$ cat src/rtl/intack_sequencer.sv
// rtl/intack_sequencer.sv - CPU-side interrupt acknowledge and EOI issue sequencer
//
// Purpose:
//   Samples the interrupt controller's intr/irq at instruction boundaries,
//   latches the vector, issues a one-cycle inta and hands the vector to the
//   core through int_req/int_taken. Independently, it writes non-specific or
//   specific EOI command bytes to the controller's command port as a bus
//   initiator, with an acknowledge timeout.
//
// Ports:
//   clk, reset_n                       clock, asynchronous active-low reset
//   core_int_enable, intr, irq[7:0]    sampling permit, request, vector in
//   inta                               one-cycle acknowledge strobe
//   int_req, int_vector[7:0], int_taken  vector handshake with the core
//   eoi_req, eoi_specific, eoi_level[2:0]  EOI request and command select
//   eoi_busy, eoi_done, eoi_error      EOI status (done/error are pulses)
//   data_m_*                           bus initiator write port, data_m_ack in

module intack_sequencer #(
    parameter logic [18:0] PIC_ADDR       = 19'h00010,
    parameter int          HOLDOFF_CYCLES = 1,
    parameter int          ACK_TIMEOUT    = 15
) (
    input  logic        clk,
    input  logic        reset_n,
    input  logic        core_int_enable,
    input  logic        intr,
    input  logic [7:0]  irq,
    output logic        inta,
    output logic        int_req,
    output logic [7:0]  int_vector,
    input  logic        int_taken,
    input  logic        eoi_req,
    input  logic        eoi_specific,
    input  logic [2:0]  eoi_level,
    output logic        eoi_busy,
    output logic        eoi_done,
    output logic        eoi_error,
    output logic [18:0] data_m_addr,
    output logic [15:0] data_m_data_out,
    output logic [1:0]  data_m_bytesel,
    output logic        data_m_wr_en,
    output logic        data_m_access,
    input  logic        data_m_ack
);

    localparam logic [2:0] HOLD_LOAD    = 3'(HOLDOFF_CYCLES);
    localparam logic [7:0] TIMEOUT_LOAD = 8'(ACK_TIMEOUT);

    typedef enum logic [1:0] {
        A_IDLE,
        A_ACK,
        A_PRESENT,
        A_HOLD
    } a_state_t;

    typedef enum logic [1:0] {
        E_IDLE,
        E_STROBE,
        E_WAIT
    } e_state_t;

    a_state_t    a_state, a_next;
    logic [2:0]  hold_cnt, hold_next;
    logic [7:0]  vec_next;

    e_state_t    e_state, e_next;
    logic [7:0]  to_cnt, to_next;
    logic [7:0]  cmd, cmd_next;
    logic        done_next, error_next;

    // ------------------------------------------------------------------
    // Acknowledge FSM
    // ------------------------------------------------------------------
    always_ff @(posedge clk or negedge reset_n) begin
        if (!reset_n) begin
            a_state    <= A_IDLE;
            hold_cnt   <= 3'd0;
            int_vector <= 8'h00;
        end else begin
            a_state    <= a_next;
            hold_cnt   <= hold_next;
            int_vector <= vec_next;
        end
    end

    always_comb begin
        a_next    = a_state;
        hold_next = hold_cnt;
        vec_next  = int_vector;
        inta      = 1'b0;
        int_req   = 1'b0;
        case (a_state)
            A_IDLE: begin
                // The controller zeroes irq while inta is high, so the vector
                // must be captured on the sampling edge, ahead of inta.
                if (intr && core_int_enable) begin
                    vec_next = irq;
                    a_next   = A_ACK;
                end
            end
            A_ACK: begin
                inta   = 1'b1;
                a_next = A_PRESENT;
            end
            A_PRESENT: begin
                int_req = 1'b1;
                if (int_taken) begin
                    hold_next = HOLD_LOAD;
                    a_next    = A_HOLD;
                end
            end
            A_HOLD: begin
                // intr is ignored here so the controller's in-service update
                // settles before the next sample; one cycle per count.
                hold_next = hold_cnt - 3'd1;
                if (hold_cnt <= 3'd1) begin
                    hold_next = 3'd0;
                    a_next    = A_IDLE;
                end
            end
            default: a_next = A_IDLE;
        endcase
    end

    // ------------------------------------------------------------------
    // EOI issue FSM
    // ------------------------------------------------------------------
    always_ff @(posedge clk or negedge reset_n) begin
        if (!reset_n) begin
            e_state   <= E_IDLE;
            to_cnt    <= 8'd0;
            cmd       <= 8'h00;
            eoi_done  <= 1'b0;
            eoi_error <= 1'b0;
        end else begin
            e_state   <= e_next;
            to_cnt    <= to_next;
            cmd       <= cmd_next;
            eoi_done  <= done_next;
            eoi_error <= error_next;
        end
    end

    always_comb begin
        e_next        = e_state;
        to_next       = to_cnt;
        cmd_next      = cmd;
        done_next     = 1'b0;
        error_next    = 1'b0;
        data_m_access = 1'b0;
        case (e_state)
            E_IDLE: begin
                if (eoi_req) begin
                    cmd_next = eoi_specific ? {3'b011, 2'b00, eoi_level} : 8'h20;
                    e_next   = E_STROBE;
                end
            end
            E_STROBE: begin
                // The controller acts on every access cycle, so the strobe
                // must never last more than this single state.
                data_m_access = 1'b1;
                to_next       = TIMEOUT_LOAD;
                e_next        = E_WAIT;
            end
            E_WAIT: begin
                if (data_m_ack) begin
                    done_next = 1'b1;
                    e_next    = E_IDLE;
                end else if (to_cnt <= 8'd1) begin
                    error_next = 1'b1;
                    to_next    = 8'd0;
                    e_next     = E_IDLE;
                end else begin
                    to_next = to_cnt - 8'd1;
                end
            end
            default: e_next = E_IDLE;
        endcase
    end

    // Bus qualifiers are held for the whole transaction and derived from
    // state so that reset removes them without waiting for a clock.
    assign eoi_busy        = (e_state != E_IDLE);
    assign data_m_wr_en    = eoi_busy;
    assign data_m_bytesel  = eoi_busy ? 2'b01 : 2'b00;
    assign data_m_addr     = eoi_busy ? PIC_ADDR : 19'h00000;
    assign data_m_data_out = eoi_busy ? {8'h00, cmd} : 16'h0000;

endmodule

$ cat config.mk
export PLATFORM = sky130hd
export DESIGN_NAME = intack_sequencer
export DESIGN_NICKNAME = d
export VERILOG_FILES = /design/src/rtl/intack_sequencer.sv
export SDC_FILE = /design/constraint.sdc
export NUM_CORES = 1
export LEC_CHECK = 0
export ABC_AREA = 0
export ABC_CLOCK_PERIOD_IN_PS = 1900
export BUFFER_PORTS_ARGS = -buffer_cell sky130_fd_sc_hd__buf_4
export CORE_MARGIN = 3
export CORE_UTILIZATION = 30
export DETAILED_ROUTE_END_ITERATION = 10
export HOLD_SLACK_MARGIN = 0.08
export PLACE_DENSITY = 0.53
export SETUP_SLACK_MARGIN = 0.02
export SLEW_MARGIN = 40
export SYNTH_ARGS = -nofsm -noshare
export SYNTH_HDL_FRONTEND = slang
export SYNTH_SLANG_ARGS = --single-unit
$ cat constraint.sdc
create_clock -name clk -period 1.9 [get_ports clk]
set_clock_uncertainty 0.1 [all_clocks]
set_input_delay 0.19 -clock clk [delete_from_list [all_inputs] [get_ports clk]]
set_output_delay 0.19 -clock clk [all_outputs]
set_load 0.005 [all_outputs]
## After elaboration in Yosys (flattened, before gate mapping)

Cells that the tools add are included.

| word-level totals | value |
|---|---|
| RAM bits | 0 |
| latch bits | 0 |
| ROM bits | 0 |
| memories kept | 0 |
| bits of input ports | 19 |
| flip-flop bits (word level) | 33 |

| operators by class | value |
|---|---|
| multiply operators | 0 |
| equal/unequal tests | 11 |
| reduce and logical (&&, ||, !) cells | 12 |
| add/subtract/negate cells | 2 |
| div/mod/pow operators | 0 |
| multiplexer cells | 26 |
| $lt $le $gt $ge | 2 |
| shift operators | 0 |
| bitwise operators | 0 |

Operator list:

| cell | count |
|---|---|
| 8-bit 2-to-1 mux | 3 |
| 8-bit one-hot mux with 2 select lines | 1 |
| 2-bit 2-to-1 mux | 6 |
| 2-bit inequality test, second input constant | 5 |
| 2-bit AND reduction | 5 |
| 1-bit 2-to-1 mux | 9 |
| 8-bit by 1-bit <= comparator with 1-bit output, second input constant | 1 |
| 2-bit one-hot mux with 4 select lines | 1 |
| 8-bit by 1-bit subtractor with 8-bit output, second input constant | 1 |
| 7-bit 2-to-1 mux | 1 |
| 2-bit equality test, second input constant | 3 |
| 3-bit 2-to-1 mux | 2 |
| 2-bit one-hot mux with 3 select lines | 1 |
| 3-bit one-hot mux with 2 select lines | 1 |
| 2-bit nonzero test | 3 |
| 5-bit 2-to-1 mux | 1 |
| 2-bit by 1-bit equality test with 1-bit output, second input constant | 2 |
| 2-bit logical NOT | 2 |
| 3-bit by 1-bit <= comparator with 1-bit output, second input constant | 1 |
| 3-bit inequality test, second input constant | 1 |
| 3-bit AND reduction | 1 |
| 3-bit by 1-bit subtractor with 3-bit output, second input constant | 1 |
| 1-bit logical AND | 1 |

## Depth between registers and ports, before layout

| logic depth | value |
|---|---|
| word-level depth | 4 |
| gate-level depth with buffers | 6 |
| depth with buffers taken out | 6 |

## Least setup slack after synthesis

OpenSTA, ideal clock, no wires.

| path | value |
|---|---|
| kind | register to register |
| from | register e_state[0] |
| to | register to_cnt[3] |
| period minus slack after synthesis | 1.718 ns |
| path buffers | 1 |
| data arrival time | 1.495 ns |
| setup slack | 0.182 ns |
| stages on the path, launching flop included | 6 |
| cells stage by stage | dfrtp_1 or3b_1 buf_2 or4_1 a21oi_1 o21ai_1 |

| on the way | value |
|---|---|
| longest elaborated chain between the ends | 3 |
| elaborated cells between the ends (all ways) | 6 |
| those cells by class | eq/ne (3); mux (1); reduce/logical (2) |

RTL lines:

| what | line | text |
|---|---|---|
| from (decl) | 67 | `e_state_t e_state, e_next;` |
| from (signal assigned) | 137 | `e_state <= e_next;` |
| 2-bit equality test / 2-bit by 1-bit equality test with 1-bit output (equally long branches) | 152 | `case (e_state)` |
| 2-bit inequality test (no line) / 2-bit nonzero test (equally long branches) | -- |  |
| 2-bit AND reduction (no line) | -- |  |
| to (signal assigned) | 138 | `to_cnt <= to_next;` |
| to (decl) | 68 | `logic [7:0] to_cnt, to_next;` |

Several ways; a longest one is shown, not always the timed one.
A chain may end at the register's enable or synchronous reset.

## Worst setup path in the final report

| path | value |
|---|---|
| from | register to_cnt[0] |
| to | register to_cnt[6] |

| on the way | value |
|---|---|
| longest elaborated chain between the ends | 4 |
| elaborated cells between the ends (all ways) | 5 |
| those cells by class | add/sub (1); order compare (1); mux (3) |

RTL lines:

| what | line | text |
|---|---|---|
| 8-bit by 1-bit subtractor with 8-bit output / 8-bit by 1-bit <= comparator with 1-bit output (equally long branches) | 175, 170 |  |
| 8-bit 2-to-1 mux (*) | 170 | `end else if (to_cnt <= 8'd1) begin` |
| 8-bit 2-to-1 mux (*) | 167 | `if (data_m_ack) begin` |
| 8-bit one-hot mux with 2 select lines (*) | 152 |  |

Every way passes the cells marked *; elsewhere a longest branch is shown, timed or not. The select of a mux whose other input is x is not followed.

==> results <==
- The flow ran to the end, and the final reports show no timing, DRC or antenna violations.
- The startpoint identified for the worst register-to-register timing path is to_cnt[0].
- The number of synthesized flops with an enable pin is 0.
- For this run, the post-layout net count is 259.
- The area of the placeable core is 5300 sq um.
- The fill cell total of the finished layout is 526.
- By area the synthesized netlist is led by sky130_fd_sc_hd__dfrtp_1 (44%), sky130_fd_sc_hd__buf_4 (14%), sky130_fd_sc_hd__ha_1 (6.6%), sky130_fd_sc_hd__mux2_2 (6.6%), sky130_fd_sc_hd__nand2_1 (3.7%).
- The pin count of the biggest net entering global routing is 31.
- The synthesized area per cell is 9.92 sq um.
- The clock net sink count is 30.
- The depth of the worst hold-timing path is 2.
- In the synthesized netlist, the number of instances is 173.
- The routability-driven placement congestion ratio is 0.796.
- Before antenna repair, the detailed router went through 4 iterations.
- The average vias per placed instance is 4.14.
- The worst-case IR drop observed on VDD is 0.589 mV.
- In this run the worst path has a maximum fanout of 6.
- In this run the power density over the cells is 1230 nW/um^2.
- The mapped netlist covers 1720 sq um.
- From bottom edge to top edge, the die measures 81.6 microns.
- The final period utilization is 93.4%.
- The layout overhead on the synthesized area is 28.6%.
- 71 I/O pins were placed.
- The path with the worst hold slack has its endpoint at eoi_done.
- Summing all placed instances gives a cell area of 1980 sq um.
- The placement-stage worst setup slack is 87.5 ps.
- The count of port buffers added during placement is 40.
- The critical path's largest stage delay is 480 ps.
- The slack of the critical path is 126 ps.
- The worst register-to-register path ends at to_cnt[6].
- Across all layers, the routed design uses 1,246 vias.
- Setup violations remaining at the end of the flow were counted as 0.
- The worst setup path is launched from a flop.
- The TritonCTS clock tree is built.
- The total number of yosys warnings is 0.
- The number of global-route vias before repair is 1,182.
- The total number of placement rows is 26.
- The buffer type at the clock tree root is sky130_fd_sc_hd__clkbuf_8.
- For the worst-skew pair, the clock arrives at the later sink with an insertion delay of 280 ps.
- The cell depth of the worst flop-to-flop path is 6.
- For the pin with the worst max-slew slack, the measured transition is 634 ps.
- The worst-case register-to-register setup slack is 130 ps.
- The signal arrival time at the worst endpoint is 1830 ps.
- The signal on the critical path passes through inv_1 -> ha_1 -> or3b_2 -> nor3_2 -> nand2b_1 -> a31oi_1.
- The slowest library cell on the worst path is sky130_fd_sc_hd__or3b_2.
- The proportion of synthesized flip-flops having asynchronous set or reset is 100%.
- The worst path required time is 1950 ps.
- After detailed routing, the total wire length is 3.26 mm.
- The sum of buffers and inverters on the critical path is 1.
- The die outline area is 6670 sq um.
- The total design power is 2.71 mW.
- For this run, the leading register cell type out of synthesis is sky130_fd_sc_hd__dfrtp_1.
- The critical path crosses 6 cells after its start point.
- The area of all placed cells without fillers is 2210 sq um.
- The synthesized design devotes to its leading area cell type 43.7% of total area.
- The worst setup path is captured at a flop.
- The antenna diode count is 0.
- The max-cap check violation count is 0.
- The class of the most critical setup path is flop to flop.
- The mean routed wirelength per cell is 10.8 microns.
- In this run, CTS created clock tree buffers numbering 5.
- The post-CTS setup-driven buffer insertion count is 0.
- For this run the aggregate overflow at the end of global routing stands at 0.
- After synthesis the netlist holds a flip-flop and latch count of 30.
- sky130_fd_sc_hd__dfrtp_1 takes more of the synthesized area than any other cell.
- No sink is reached through more buffers than the 2 on the longest clock path.
- The total global-route track usage is 10.4%.
- For this configuration, the core starts out at a cell density of 32.4%.
- Derived from the worst setup path, the maximum achievable clock frequency is 564 MHz.
- The reported leakage power is 1.10 nW.
- The share of the Yosys chip area taken by registers is 43.7%.
- The family with the most delay on the worst path is simple AND/OR/NAND/NOR gates.
- The number of levels in the clock H-tree is 2.
- Measured against its own limit, the worst slew margin works out to 57.4%.
- Across all hold checks on the routed design, the worst slack comes to 116 ps.
- The clock input transition at the sequential cells of the worst setup and hold paths is 70 ps.
- The number of library cell types mapped by synthesis is 34.
- The initial antenna violation count is 0.
- For this run, design rule violations remaining after detail routing come to 0.
- Setup repair after global routing could not meet its margin everywhere.
- In this run the remaining antenna-violating nets after routing total 0.
- From left edge to right edge, the die measures 81.6 microns.
- The final critical-path required period is 1770 ps.
- The class of the worst hold path is input port to flop.
- The worst hold path begins at data_m_ack.
- The final hold violation count is 0.
- The fraction of layout cells with a size suffix above 1 is 28.1%.
- The first global-routing pass estimated 5.29 mm of wire.
- The max-slew violation count is 0.
- The post-detailed-placement half-perimeter wirelength is 2.36 mm.
- In this run, the number of DRC markers left after iteration 0 of detailed routing was 51.
synthesized netlist by cell type (all sizes together), types with 6 or more instances:
library cell,n
nand2b,6
nor2,6
ha,9
nor2b,6
mux2,11
buf,34
inv,11
nand2,17
o21ai,9
a31oi,6
dfrtp,30
a21oi,6
logic make-up (layout without fill, tap and decap cells):
logic type | count (synthesis) | in the layout | share of synthesized area [%]
other | 1 | 30 | 0.218
AND/OR/NAND/NOR | 49 | 49 | 14.7
AO/OA/AOI/OAI | 27 | 27 | 9.84
adder cells (fa/ha/maj) | 9 | 9 | 6.56
multiplexers | 12 | 12 | 7.80
flip-flops | 30 | 30 | 43.7
buffers and inverters | 45 | 74 | 17.1
power breakdown:
| part | internal (mW) | switching, mW | total [mW] |
|---|---|---|---|
| registers | 0.863 | 0.144 | 1.01 |
| clock network | 0.245 | 0.231 | 0.476 |
| logic | 0.677 | 0.553 | 1.23 |
per-stage QoR:
| step | setup TNS (ps) | instances | utilization (%) |
|---|---|---|---|
| 2_1_floorplan | 0 | 202 | - |
| 3_5_place_dp | 0 | 281 | 37.4 |
| 4_1_cts | 0 | 301 | 41.3 |
| 3_3_place_gp | 0 | 281 | 37.4 |
| 5_1_grt | -7.97 | 301 | 41.6 |
| 6_report | 0 | 301 | 41.6 |
layer usage:
metal  track usage [%]  share of wire (%)  routed length (microns)  up-vias
li1                  -                  -                        -      629
met1              13.5                 47                     1520      566
met2              15.7                 45                     1460       45
met3              3.29                7.1                      231        6
met4              4.98                1.6                       51        0
met5                 0                  0                        0        -
worst max path at each step:
stage	from	end	slack, ps
finish	to_cnt[0]	to_cnt[6]	130
global route	to_cnt[3]	to_cnt[1]	-8
CTS	to_cnt[0]	to_cnt[6]	60
detailed placement	to_cnt[0]	to_cnt[6]	90
global placement	e_state[0]	to_cnt[3]	130
floorplan	e_state[0]	to_cnt[3]	180
timing repair:
| action | CTS | global route |
|---|---|---|
| setup endpoints to repair | 0 | 6 |
| hold buffers | 13 | 0 |
| endpoints found under the hold margin | 42 | 0 |
| gates resized for setup | 0 | 3 |
flip-flops by register name, summed over array words and instances (netlist names):
register / flops
a_state: 2
cmd: 5
e_state: 2
eoi_done: 1
eoi_error: 1
hold_cnt: 3
int_vector: 8
to_cnt: 8
cells in the final DEF (no fill, tap or decap), types with 9 or more instances in the layout:
cell type	instances
sky130_fd_sc_hd__nand2_1	17
sky130_fd_sc_hd__mux2_2	10
sky130_fd_sc_hd__ha_1	9
sky130_fd_sc_hd__dlygate4sd3_1	13
sky130_fd_sc_hd__conb_1	30
sky130_fd_sc_hd__dfrtp_1	30
sky130_fd_sc_hd__inv_1	11
sky130_fd_sc_hd__buf_4	43
area by class of cell:
type	instances	area [sq um]	area share, %
multi-input cells	127	797	36.1
inverters	11	41.3	1.87
clock inverters	2	10.0	0.453
repair buffers	56	453	20.5
well taps	70	87.6	3.97
flip-flops and latches	30	751	34.0
clock buffers	5	68.8	3.12
Note: power is estimated with default switching activity, not from simulation.
